### src/rtl/logic_unit_if.sv
// logic_unit_if: operand/result handshake bundle for logic_unit_pipe.
interface logic_unit_if #(parameter int N = 32);
  logic         IN_VALID;
  logic         IN_READY;
  logic [1:0]   OP;
  logic [N-1:0] IN1;
  logic [N-1:0] IN2;
  logic         OUT_VALID;
  logic         OUT_READY;
  logic [N-1:0] RES;
  logic         ZERO;
  logic         BUSY;
  modport master (
    output IN_VALID, OP, IN1, IN2, OUT_READY,
    input  IN_READY, OUT_VALID, RES, ZERO, BUSY
  );
  modport slave (
    input  IN_VALID, OP, IN1, IN2, OUT_READY,
    output IN_READY, OUT_VALID, RES, ZERO, BUSY
  );
endinterface

### src/rtl/logic_unit_pipe.sv
// logic_unit_pipe: AND/OR/XOR/XNOR unit feeding a bubble-collapsing valid/ready pipeline.
module logic_unit_pipe #(
  parameter int N      = 32,
  parameter int STAGES = 2
) (
  input  logic       CLK,
  input  logic       RST,
  logic_unit_if.slave bus
);
  logic [STAGES-1:0] r_valid;
  logic [STAGES-1:0] r_zero;
  logic [N-1:0]      r_data [STAGES];
  logic [STAGES-1:0] w_rdy;
  logic [N-1:0]      w_res;
  always_comb
    w_res = bus.OP == 2'b00 ? bus.IN1 & bus.IN2 :
            bus.OP == 2'b01 ? bus.IN1 | bus.IN2 :
            bus.OP == 2'b10 ? bus.IN1 ^ bus.IN2 : ~(bus.IN1 ^ bus.IN2);
  // A stage is ready when empty or when everything ahead of it drains this cycle.
  always_comb begin : ready_chain
    logic w_c;
    w_c   = bus.OUT_READY;
    w_rdy = '0;
    for (int k = STAGES - 1; k >= 0; k--) begin
      w_rdy[k] = !r_valid[k] || w_c;
      w_c      = w_rdy[k];
    end
  end
  always_ff @(posedge CLK) begin
    if (RST) begin
      r_valid <= '0;
      r_zero  <= '0;
      for (int k = 0; k < STAGES; k++) r_data[k] <= '0;
    end else begin
      if (w_rdy[0]) begin
        r_valid[0] <= bus.IN_VALID;
        r_data[0]  <= w_res;
        r_zero[0]  <= w_res == '0;
      end
      for (int k = 1; k < STAGES; k++) begin
        if (w_rdy[k]) begin
          r_valid[k] <= r_valid[k-1];
          r_data[k]  <= r_data[k-1];
          r_zero[k]  <= r_zero[k-1];
        end
      end
    end
  end
  assign bus.IN_READY  = w_rdy[0];
  assign bus.OUT_VALID = r_valid[STAGES-1];
  assign bus.RES       = r_data[STAGES-1];
  assign bus.ZERO      = r_zero[STAGES-1];
  assign bus.BUSY      = |r_valid;
endmodule

### src/flat_wrapper.sv
// flat-port wrapper written by rule: the top's interface ports become plain ports
module logic_unit_pipe_flat 
#(
  parameter int N      = 32,
  parameter int STAGES = 2
)
  (CLK, RST, bus_IN_VALID, bus_OP, bus_IN1, bus_IN2, bus_OUT_READY, bus_IN_READY, bus_OUT_VALID, bus_RES, bus_ZERO, bus_BUSY);
  logic_unit_if #(.N(N)) bus_i ();
  input  logic CLK;
  input  logic RST;
  input wire logic [$bits(bus_i.IN_VALID)-1:0] bus_IN_VALID;
  input wire logic [$bits(bus_i.OP)-1:0] bus_OP;
  input wire logic [$bits(bus_i.IN1)-1:0] bus_IN1;
  input wire logic [$bits(bus_i.IN2)-1:0] bus_IN2;
  input wire logic [$bits(bus_i.OUT_READY)-1:0] bus_OUT_READY;
  output wire logic [$bits(bus_i.IN_READY)-1:0] bus_IN_READY;
  output wire logic [$bits(bus_i.OUT_VALID)-1:0] bus_OUT_VALID;
  output wire logic [$bits(bus_i.RES)-1:0] bus_RES;
  output wire logic [$bits(bus_i.ZERO)-1:0] bus_ZERO;
  output wire logic [$bits(bus_i.BUSY)-1:0] bus_BUSY;
  assign bus_i.IN_VALID = bus_IN_VALID;
  assign bus_i.OP = bus_OP;
  assign bus_i.IN1 = bus_IN1;
  assign bus_i.IN2 = bus_IN2;
  assign bus_i.OUT_READY = bus_OUT_READY;
  assign bus_IN_READY = bus_i.IN_READY;
  assign bus_OUT_VALID = bus_i.OUT_VALID;
  assign bus_RES = bus_i.RES;
  assign bus_ZERO = bus_i.ZERO;
  assign bus_BUSY = bus_i.BUSY;
  logic_unit_pipe #(.N(N), .STAGES(STAGES)) u_core (.CLK(CLK), .RST(RST), .bus(bus_i));
endmodule
### config.mk
export PLATFORM = sky130hd
export DESIGN_NAME = logic_unit_pipe_flat
export DESIGN_NICKNAME = d
export VERILOG_FILES = /design/src/rtl/logic_unit_if.sv /design/src/rtl/logic_unit_pipe.sv /design/src/flat_wrapper.sv
export SDC_FILE = /design/constraint.sdc
export NUM_CORES = 1
export LEC_CHECK = 0
export CORE_MARGIN = 2
export CORE_UTILIZATION = 56
export DETAILED_ROUTE_END_ITERATION = 10
export GPL_ROUTABILITY_DRIVEN = 0
export PLACE_DENSITY = 0.83
export SETUP_SLACK_MARGIN = 0.1
export SLEW_MARGIN = 10
export SYNTH_ARGS = -nofsm -noshare
export SYNTH_HDL_FRONTEND = slang
export SYNTH_SLANG_ARGS = --single-unit
### constraint.sdc
create_clock -name CLK -period 2.5 [get_ports CLK]
set_input_delay 0.25 -clock CLK [delete_from_list [all_inputs] [get_ports CLK]]
set_output_delay 0.25 -clock CLK [all_outputs]
set_load 0.02 [all_outputs]
==> summary.md <==
| Metric | Value |
|---|---|
| Post-synthesis register bit count | 68 |
| DR vias | 3388 |
| DP HPWL | 7036 um |
| FP Rows | 34 |
| Die extent in y | 99.19 um |
| Worst setup EP type | flop |
| Hold Path Cell Cnt | 3 |
| Top cell type's share of synthesized area | 0.3788 |
| Core Box Area | 8763 um2 |
| Setup violations, final | 0 |
| Netlist area before placement | 5074 um2 |
| Post-synth EDFFs | 64 |
| Reg2reg start | u_core.r_valid[0] |
| Clock Latency Late Sink | roughly 0.33 ns |
| Clock transition at path regs | 0.06 ns |
| Asr flop ratio synth | 0 |
| Via density | 5.141 |
| P_leak | 2.863 nW |
| DRC viols | 0 |
| Post-synth top area cell | edfxtp_1 |
| Largest net degree at the start of global routing | 45 |
| # hold bufs at CTS | 0 |
| WP data arrival | 2.24 ns |
| Most frequent cell after synthesis | mux2i_1 |
| Antenna-violating nets left | 0 |
| Reg2Reg Depth | 4 |
| Total GRT Usage | 0.1855 |
| Worst min path class | input port to flop |
| Slew HR | 0.6764 |
| Initial core utilization | 0.5790 |
| Distinct cell type count after synthesis | 38 |
| Net Count, Synth | between 600 and 700 |
| PortBufs | 105 |
| RSZ-0062 raised after global routing | false |
| Worst Hold End | u_core.r_valid[0] |
| Synth-to-Final Area Change | 20.81% |
| Peak VDD IR | 0.0002461 V |
| DR WL/cell | 13.15 um |
| Vias in the first global route | 3269 |
| Post-CTS Setup Inserts | 0 |
| Clk_skew | 0.004908 ns |
| Total wire length | 8667 um |
| Final period utilization | 0.7993 |
| Fin nets | 680 |
| R2r setup slk | 0.93 ns |
| Fmax | 500.4 MHz |
| GRT Residual Overflow | 0 |
| Actual slew at the worst max-slew pin | 0.4854 ns |
| Min Hold Slack | 0.4898 ns |
| CTS sink cnt | 68 |
| First-pass GRT wire length | 14770 um |
| Critical R2R Capture | u_core.r_data[0][28] |
| Yosys warning count | 0 |
| Post-synth top flop | edfxtp_1 |
| Share of layout cells above drive strength 1 | 0.06534 |
| Pins Over Slew Limit | 0 |
| Synth top cells by count | mux2i_1 (67), inv_1 (66), edfxtp_1 (64), ha_1 (64), and2_1 (44) |
| Top post-synthesis cells by area | edfxtp_1 (38%), ha_1 (16%), mux2i_1 (13%) |
| Antenna Cells | 0 |
| CP required | 2.75 ns |
| Power per cell area | about 450 nW/um2 |
| 1st-iter DRT viols | 122 |
| TritonCTS clock tree | built |
| Post_cts resized | 0 |
| Post-synthesis cell count | 474 |
| Crit path time final | 1.998 ns |
| Final hold vios | 0 |
| Max-Cap Viols | 0 |
| DIE AREA | 9838 um2 |
| CP Class | input port to flop |
| HP Start | bus_IN_VALID |
| Die W | 99.19 um |
| Initial antenna violation count | 0 |
| Maximum clock path buffer count | 2 |
| Status | complete, no violations |
| Setup tns final | 0 ns |
| H-tree levels | 3 |
| Num ports | 106 |
| DRT Pass-1 Iters | 4 |
| Crit start category | input port |
| Post-synthesis area per instance | approximately 11 um2 |
| CTS Buf Count | 9 |
| Sequential share of the synthesized area | 0.3946 |
| CTS root buf | clkbuf_8 |
| CP max FO | 4 |
[sequential cells by signal (all words and copies together) (netlist names)]
signal,count
u_core.r_data,64
u_core.r_valid,2
u_core.r_zero,2
[per-layer routing]
metal  share of wire  track usage
met5               0            0
met2            0.47       0.3015
met1            0.47       0.2530
met3           0.049      0.03162
met4           0.013      0.06322
[kinds of logic (layout without fill, tap and decap cells)]
| kind of cell | after synthesis | in the layout | share of synthesized area |
|---|---|---|---|
| AO/OA/AOI/OAI | 35 | 35 | 0.05080 |
| adder cells (fa/ha/maj) | 64 | 64 | 0.1578 |
| buffers and inverters | 121 | 198 | 0.1226 |
| flip-flops | 68 | 68 | 0.3946 |
| multiplexers | 79 | 79 | 0.1588 |
| AND/OR/NAND/NOR | 107 | 107 | 0.1154 |
[layout make-up]
| class | instances | area [um2] |
|---|---|---|
| fill | 652 | 2634 |
| multi-input combinational | 285 | 2454 |
| sequential | 68 | 2002 |
| timing repair buffer | 115 | 1136 |
| inverter | 67 | 251.5 |
| clock buffer | 12 | 135.1 |
| tap | 108 | 135.1 |
| clock inverter | 4 | 16.27 |
[worst max-delay path, cell delays in order]
cell and delay, ns:
clkdlybuf4s50_1 0.49, inv_1 0.05, ha_1 0.33, or4_1 0.53, mux2i_1 0.19, nand3_1 0.10, o21a_1 0.12, o31ai_1 0.20
[cells in the final DEF (no fill, tap or decap), drive strengths merged, types with 5 or more instances in the layout]
cell type      Yosys  final
clkdlybuf4s50      0    104
mux2i             67     67
inv               67     67
ha                64     64
edfxtp            64     64
and2              44     44
nor2              27     27
a211oi            20     20
mux2              12     12
clkbuf            10     12
buf               44     11
nand3              7      7
nand2              5      5
[metrics by stage]
stage / util / total power [W] / std cells / setup WS (ns) / cell area (um2)
after floorplan: - / 0.001857 / 474 / 0.6764 / 5074
after global placement: 0.6822 / 0.002068 / 643 / 0.2159 / 5978
after detailed placement: 0.6822 / 0.002098 / 643 / 0.1760 / 5978
after CTS: 0.6995 / 0.002799 / 659 / 0.5335 / 6130
after global routing: 0.6995 / 0.002918 / 659 / 0.3859 / 6130
final: 0.6995 / 0.002769 / 659 / 0.5018 / 6130
[how the worst max path moves through the flow]
stage | startpoint | end | slack, ns | cells after the start
CTS | bus_IN2[2] | u_core.r_zero[0] | 0.53 | 8
finish | bus_IN2[2] | u_core.r_zero[0] | 0.50 | 8
global placement | bus_IN2[18] | u_core.r_zero[0] | 0.22 | 8
detailed placement | bus_IN2[2] | u_core.r_zero[0] | 0.18 | 8
global route | bus_IN2[2] | u_core.r_zero[0] | 0.39 | 8
floorplan | u_core.r_valid[1] | u_core.r_data[0][32] | 0.68 | 2
[where the power goes]
part	switching, W	leakage (nW)	internal [W]
clock network	0.000349	0.0769	0.000349
registers	0.0000211	0.779	0.00135
logic	0.000341	2.01	0.000363
Power figures use the tool's default switching activity.
